`src/rtl/arbitro_rr5.sv`:
```
// Five-way round-robin arbiter with req/done handshake and a per-grant hold limit.
// Optional macro ARB_PRIO0_EN gives requester 0 fixed top priority.
module arbitro_rr5 #(
  parameter int unsigned N_REQ    = 5,
  parameter int unsigned ID_W     = 3,
  parameter int unsigned MAX_HOLD = 8,
  parameter int unsigned HOLD_W   = 4
) (
  input  logic             clock,
  input  logic             reset_n,
  input  logic [N_REQ-1:0] req,
  input  logic [N_REQ-1:0] done,
  output logic [N_REQ-1:0] grant,
  output logic [ID_W-1:0]  grant_id,
  output logic             busy,
  output logic             timeout
);

  typedef enum logic [0:0] {StIdle, StBusy} state_e;

  state_e             state_q;
  logic [N_REQ-1:0]   grant_q;
  logic [ID_W-1:0]    grant_id_q;
  logic               busy_q;
  logic               timeout_q;
  logic [ID_W-1:0]    ptr_q;
  logic [HOLD_W-1:0]  hold_q;
  logic [N_REQ-1:0]   mask_q;

  logic [N_REQ-1:0]   eligible;
  logic               any_elig;
  logic [ID_W-1:0]    win;
  logic [ID_W-1:0]    ptr_d;
  logic               release_grant;
  logic               hold_hit;

  assign eligible = req & ~mask_q;

  // Winner is the eligible index with the smallest wrapped distance from the pointer.
  always_comb begin
    int unsigned best_d;
    int unsigned d;
    best_d = N_REQ;
    d      = 0;
    win    = '0;
    for (int unsigned i = 0; i < N_REQ; i++) begin
      if (eligible[i]) begin
        d = (i >= 32'(ptr_q)) ? (i - 32'(ptr_q)) : (i + N_REQ - 32'(ptr_q));
        if (d < best_d) begin
          best_d = d;
          win    = ID_W'(i);
        end
      end
    end
    any_elig = (best_d < N_REQ);
    ptr_d    = (win == ID_W'(N_REQ - 1)) ? '0 : win + 1'b1;
`ifdef ARB_PRIO0_EN
    if (eligible[0]) begin
      win   = '0;
      ptr_d = ptr_q;
    end
`endif
  end

  assign release_grant = (|(done & grant_q)) | ~(|(req & grant_q));
  assign hold_hit      = (hold_q == HOLD_W'(MAX_HOLD - 1));

  always_ff @(posedge clock or negedge reset_n) begin
    if (!reset_n) begin
      state_q    <= StIdle;
      grant_q    <= '0;
      grant_id_q <= '0;
      busy_q     <= 1'b0;
      timeout_q  <= 1'b0;
      ptr_q      <= '0;
      hold_q     <= '0;
      mask_q     <= '0;
    end else begin
      timeout_q <= 1'b0;
      mask_q    <= mask_q & req;
      case (state_q)
        StIdle: begin
          if (any_elig) begin
            grant_q    <= N_REQ'(1) << win;
            grant_id_q <= win;
            busy_q     <= 1'b1;
            hold_q     <= '0;
            ptr_q      <= ptr_d;
            state_q    <= StBusy;
          end
        end
        StBusy: begin
          if (release_grant) begin
            grant_q    <= '0;
            grant_id_q <= '0;
            busy_q     <= 1'b0;
            state_q    <= StIdle;
          end else if (hold_hit) begin
            grant_q    <= '0;
            grant_id_q <= '0;
            busy_q     <= 1'b0;
            timeout_q  <= 1'b1;
            // A dropped req in the same cycle still clears the new mask bit.
            mask_q     <= (mask_q | grant_q) & req;
            state_q    <= StIdle;
          end else begin
            hold_q <= hold_q + 1'b1;
          end
        end
        default: state_q <= StIdle;
      endcase
    end
  end

  assign grant    = grant_q;
  assign grant_id = grant_id_q;
  assign busy     = busy_q;
  assign timeout  = timeout_q;

endmodule
```
`config.mk`:
```
export PLATFORM = sky130hd
export DESIGN_NAME = arbitro_rr5
export DESIGN_NICKNAME = d
export VERILOG_FILES = /design/src/rtl/arbitro_rr5.sv
export SDC_FILE = /design/constraint.sdc
export NUM_CORES = 1
export LEC_CHECK = 0
export CAP_MARGIN = 40
export CELL_PAD_IN_SITES_DETAIL_PLACEMENT = 1
export CELL_PAD_IN_SITES_GLOBAL_PLACEMENT = 1
export CORE_MARGIN = 5
export CORE_UTILIZATION = 24
export DETAILED_ROUTE_END_ITERATION = 8
export GPL_ROUTABILITY_DRIVEN = 0
export PLACE_DENSITY = 0.57
export SLEW_MARGIN = 20
export SYNTH_ARGS = -nofsm -noshare
export SYNTH_HDL_FRONTEND = slang
export SYNTH_SLANG_ARGS = --single-unit
export TNS_END_PERCENT = 1
```
`constraint.sdc`:
```
create_clock -name clock -period 8.1 [get_ports clock]
set_input_delay 2.43 -clock clock [delete_from_list [all_inputs] [get_ports clock]]
set_output_delay 2.43 -clock clock [all_outputs]
set_load 0.01 [all_outputs]
```
# == Word level (Yosys, flattened, before mapping) ==
# Cells that the tools add are included.
# totals
reg_bits,23
word_cells,103
# classes
addsub,12
order_cmp,11
n_eq_ne,6
shift,1
muxes,50
bitwise_logic,10
reduce_logical,5
# op_table
operator,n
$mux W32,15
$lt A32 B32 Y1,4
$lt A32 B3 Y1 const B,2
$mux W3,10
$mux W5,6
$and A5 B5 Y5,5
$sub A3 B3 Y4 const A,4
$mux W4,3
$mux W1,11
$pmux W5 S2,1
$reduce_or A5 Y1,2
$sub A4 B3 Y5 const A,2
$pmux W4 S2,1
$sub A1 B3 Y4 const A,2
$sub A2 B3 Y4 const A,2
$ge A1 B3 Y1 const A,2
$ge A2 B3 Y1 const A,2
$ne A2 B2 Y1 const B,3
$pmux W3 S2,1
$not A5 Y5,1
$or A5 B5 Y5,1
$shl A1 B3 Y5 const A,1
$add A4 B1 Y4 const B,1
$eq A4 B3 Y1 const B,1
9 further kinds,12

# == Logic depth before layout (Yosys ltp) ==
# logic_depth
ltp_word,20
mapped_depth,41

# == Worst setup path after synthesis ==
# OpenSTA, ideal clock, no wires.
# synth_timing
kind,input to register
startpoint,input port req[0]
endpoint,register ptr_q[2]
setup_ns,0.125
arrival_ns,8.675
required_time_ns,7.975
path_slack_ns,-0.700
cell_stages,36
path_buffers,2
path_cell_list,nor3b_1 -> o211a_1 -> ha_1 -> nand3_1 -> o211ai_1 -> and3_1 -> nor3_1 -> ha_1 -> nor3_1 -> o21ai_2 -> o31ai_4 -> nor2_1 -> a21oi_1 -> ha_1 -> a21oi_1 -> nor2b_1 -> o21ai_0 -> nand2_1 -> or2_1 -> clkbuf_1 -> nand2_1 -> o21ai_1 -> ha_1 -> a21o_1 -> a21o_1 -> a211oi_1 -> inv_1 -> a211o_1 -> o31ai_4 -> or2_1 -> buf_4 -> a21oi_1 -> ha_1 -> ha_1 -> a21oi_1 -> mux2_4
# synth_via
elab_chain_len,16
# synth_rtl
element,line,text
from (decl),11,"input logic [N_REQ-1:0] req,"
$and A5 B5 Y5 (*),37,assign eligible = req & ~mask_q;
$mux W32 (*),47,if (eligible[i]) begin
$lt A32 B32 Y1,49,if (d < best_d) begin
$mux W32,49,
$mux W32,47,
$lt A32 B32 Y1,49,
$mux W32,49,
$mux W32,47,
$lt A32 B32 Y1,49,
$mux W32,49,
$mux W32,47,
$lt A32 B32 Y1,49,
$mux W32 / $mux W3 (equally long branches),49,
$mux W32 / $mux W3 (equally long branches),47,
$lt A32 B3 Y1 (tied with other cells),55,any_elig = (best_d < N_REQ);
$reduce_and A2 Y1 (no line) / $mux W3 (equally long branches),-,
to (signal assigned),88,ptr_q <= ptr_d;
to (decl),26,logic [ID_W-1:0] ptr_q;
# Mark *: on every way between the ends. The rest lies on a longest branch, timed or not.
# A chain may end at the register's enable or synchronous reset.

# == Worst setup path after layout ==
# Same ends and word-level chain as after synthesis.

==> results_dict.tcl <==
set metrics [dict create \
    status "complete, but fails checks" \
    failed_checks "setup timing" \
    nFillCells 1272 \
    worstPathMaxFanout 6 \
    dp_worst_setup_slack_ns -1.09 \
    synth_largest_type_area_fraction_pct 21.5 \
    fp.coreArea_um2 10900 \
    numCtsBuffers 3 \
    final_layout_size_suffix_gt1_share_pct 32.9 \
    drcViolationCount 0 \
    design_area_um2 3760 \
    drt_first_iter_violations 55 \
    root_buffer "sky130_fd_sc_hd__clkbuf_8" \
    synth.ff_latch_count 23 \
    total_of_buffers_placed_on_input_and_output_ports 21 \
    floorplan.rows 38 \
    synth.area.top_cells "sky130_fd_sc_hd__dfrtp_1 22%, sky130_fd_sc_hd__ha_1 17%, sky130_fd_sc_hd__nand2_1 3.2%, sky130_fd_sc_hd__a21oi_1 3.0%, sky130_fd_sc_hd__mux2i_1 3.0%" \
    cp_slowest_cell "sky130_fd_sc_hd__o211ai_1" \
    worst_ep_required_time_ns 8.26 \
    max_freq_mhz 121 \
    critPathArrivalTime_ns 8.40 \
    vias_in_the_first_global_route 2781 \
    die_y_um 116 \
    effective_utilization_at_floorplan_pct 24.6 \
    htreeDepth 1 \
    dp_hpwl_um 6840 \
    via_count_normalized_by_instance_count 4.90 \
    synth_nets 351 \
    clk_path_buf_depth 2 \
    worst_slew_pin_slew_ns 0.588 \
    global_route_wire_length_before_repair_um 14100 \
    top_layer "met4" \
    layout_worst_path_cycle_share_pct 102 \
    detail_route.first_pass.iterations 4 \
    total_count_of_hold_check_failures_in_the_final_report 0 \
    fin_skew_ns 0.00118 \
    critPathMostFrequentCell "sky130_fd_sc_hd__ha_4" \
    synthesis.instances 302 \
    min-delay-path-class "flip-flop to flip-flop" \
    cp_num_buf_inv 2 \
    gr-total-overflow 0 \
    final_cell_count_no_fill 523 \
    detail_route.wirelength_um 8480 \
    synth_async_sr_flop_share_pct 100 \
    placed_cells_incl_taps 505 \
    rsz_0062_raised_after_global_routing "true" \
    combined_area_of_all_synthesized_cells_um2 2680 \
    critical_path.endpoint_type "flip-flop" \
    dieWidth_um 116 \
    critical_path.top_delay_family "compound AO/OA/AOI/OAI gates" \
    grt_start_max_net_pins 18 \
    io_pins 22 \
    nets_finish 433 \
    met3_wirelength_um 95 \
    timing.slew.headroom_pct 60.6 \
    minimum_clock_period_after_layout_ns 8.24 \
    numClockSinks 23 \
    report.final.slew_viol_count 0 \
    synth.yosys.seq_area_share_pct 21.5 \
    dieArea_um2 13400 \
    clk_transition_reported_paths_ns 0.09 \
    synth.lib_cells_used.distinct 71 \
    maxCapViolations 0 \
    tritoncts "built" \
    cts-hold-fix-buffers 0 \
    setup-violations-final 7 \
    global_route.usage.total_pct 13.1 \
    worstSetupPathType "primary input to flip-flop" \
    flow.area_growth_from_synthesis_pct 40.4 \
    routed-via-count 2563 \
    postLayoutSetupSlackWorst_ns -0.138 \
    met2_length_um 4390 \
    synth_top_cell_by_area "sky130_fd_sc_hd__dfrtp_1" \
    wire_per_inst_um 16.2 \
    ys_top_cells_by_count "37 x sky130_fd_sc_hd__ha_1, 23 x sky130_fd_sc_hd__dfrtp_1, 23 x sky130_fd_sc_hd__nand2_1, 16 x sky130_fd_sc_hd__a21oi_1, 16 x sky130_fd_sc_hd__inv_1" \
    synth_top_flop_cell "sky130_fd_sc_hd__dfrtp_1" \
    yosysMostFrequentCell "sky130_fd_sc_hd__ha_1" \
    worst_skew_pair.late_latency_ns 0.27 \
    delay_of_the_slowest_cell_on_the_worst_path_ns 0.37 \
    synth_edf_count 0 \
    synthesis.area_per_instance_um2 8.86 \
    worst_setup_path_start_kind "primary input" \
    placedInstanceArea_um2 3460 \
    wirelength_met1_um 3970 \
    antennaDiodeCount 0 \
    antenna_found_initial 0 \
    ys_warn_count 0 \
    antenna_violating_nets_post_route 0 \
]
kinds of logic (layout without fill, tap and decap cells):
group / Yosys count / count (layout) / share of synthesized area, %
AO/OA/AOI/OAI: 98 / 98 / 29.1
AND/OR/NAND/NOR: 94 / 94 / 19.4
adder cells (fa/ha/maj): 37 / 37 / 17.3
buffers and inverters: 29 / 110 / 4.77
flip-flops: 23 / 23 / 21.5
multiplexers: 13 / 13 / 5.38
XOR/XNOR: 6 / 6 / 2.24
other: 2 / 2 / 0.281
worst register-to-register path: cells and delay by family (launching register included):
family                   cells  cell delay [ns]
AO/OA/AOI/OAI               13             2.20
adder cells (fa/ha/maj)      7             1.98
flip-flops                   1             0.38
multiplexers                 3             0.92
AND/OR/NAND/NOR             10             1.21
buffers and inverters        3             0.44
state kept, by name, summed over array words and instances, names as in the netlist:
| register | flops |
|---|---|
| grant | 5 |
| mask_q | 5 |
| timeout | 1 |
| state_q | 1 |
| ptr_q | 3 |
| grant_id | 3 |
| busy | 1 |
| hold_q | 4 |
through the flow:
stage	utilization, %	hold slack, ns	TNS, ns
floorplan	-	0.476	-1.59
global route	34.5	0.581	-5.37
detailed placement	31.8	0.518	-15.07
CTS	34.0	0.546	-0.0181
global placement	31.6	0.493	-11.50
finish	34.5	0.533	-0.607
area by class of cell:
cell class,instances,area (µm²),share of cell area (%)
repair buffers,87,722,19.2
clock inverters,1,7.51,0.200
well taps,140,175,4.66
multi-input cells,250,2160,57.5
flip-flops and latches,23,576,15.3
inverters,19,73.8,1.96
clock buffers,3,41.3,1.10
placed cells by master (no fill, tap or decap), drive strengths merged, types with 3 or more instances in the layout:
master / synthesis / final
a211oi: 5 / 5
nand3: 3 / 3
mux2i: 8 / 8
a31o: 8 / 8
dfrtp: 23 / 23
or2: 4 / 4
clkbuf: 6 / 3
o31ai: 3 / 3
xnor2: 4 / 4
mux2: 5 / 5
nand2: 23 / 23
o21a: 5 / 5
a21o: 6 / 6
inv: 18 / 18
nand2b: 6 / 6
nor3: 8 / 8
and2: 6 / 6
nor2b: 9 / 9
a21oi: 16 / 16
buf: 4 / 67
nor2: 16 / 16
nand4: 4 / 4
a211o: 3 / 3
a31oi: 3 / 3
ha: 37 / 37
o21ai: 21 / 21
clkdlybuf4s50: 0 / 20
a32o: 6 / 6
nor3b: 3 / 3
final timing paths:
| kind | startpoint | endpoint | slack, ns | cells after the start |
|---|---|---|---|---|
| worst min-delay path | mask_q[3] | mask_q[3] | 0.53 | 2 |
| worst max-delay path | req[0] | ptr_q[2] | -0.14 | 35 |
| worst min register to register | mask_q[3] | mask_q[3] | 0.53 | 2 |
| min in group asynchronous | reset_n | grant[4] | 2.46 | 1 |
| worst max register to register | ptr_q[2] | ptr_q[2] | 0.85 | 36 |
| max in group asynchronous | reset_n | hold_q[1] | 5.19 | 2 |
what timing repair did:
action	4_1_cts	5_1_grt
endpoints found under the setup margin	17	17
endpoints found under the hold margin	0	0
setup buffers	11	3
pin swaps	28	26
resized for setup	28	12
per-layer routing:
metal  track usage, %  vias up
met5                0        -
met4             2.11        0
met3            0.731        2
met2             23.8       14
met1             17.4     1273
li1                 -     1274
Power is left out: the tool's default activity adds up to more than one toggle a clock period on the data nets, which glitch-free logic cannot reach.
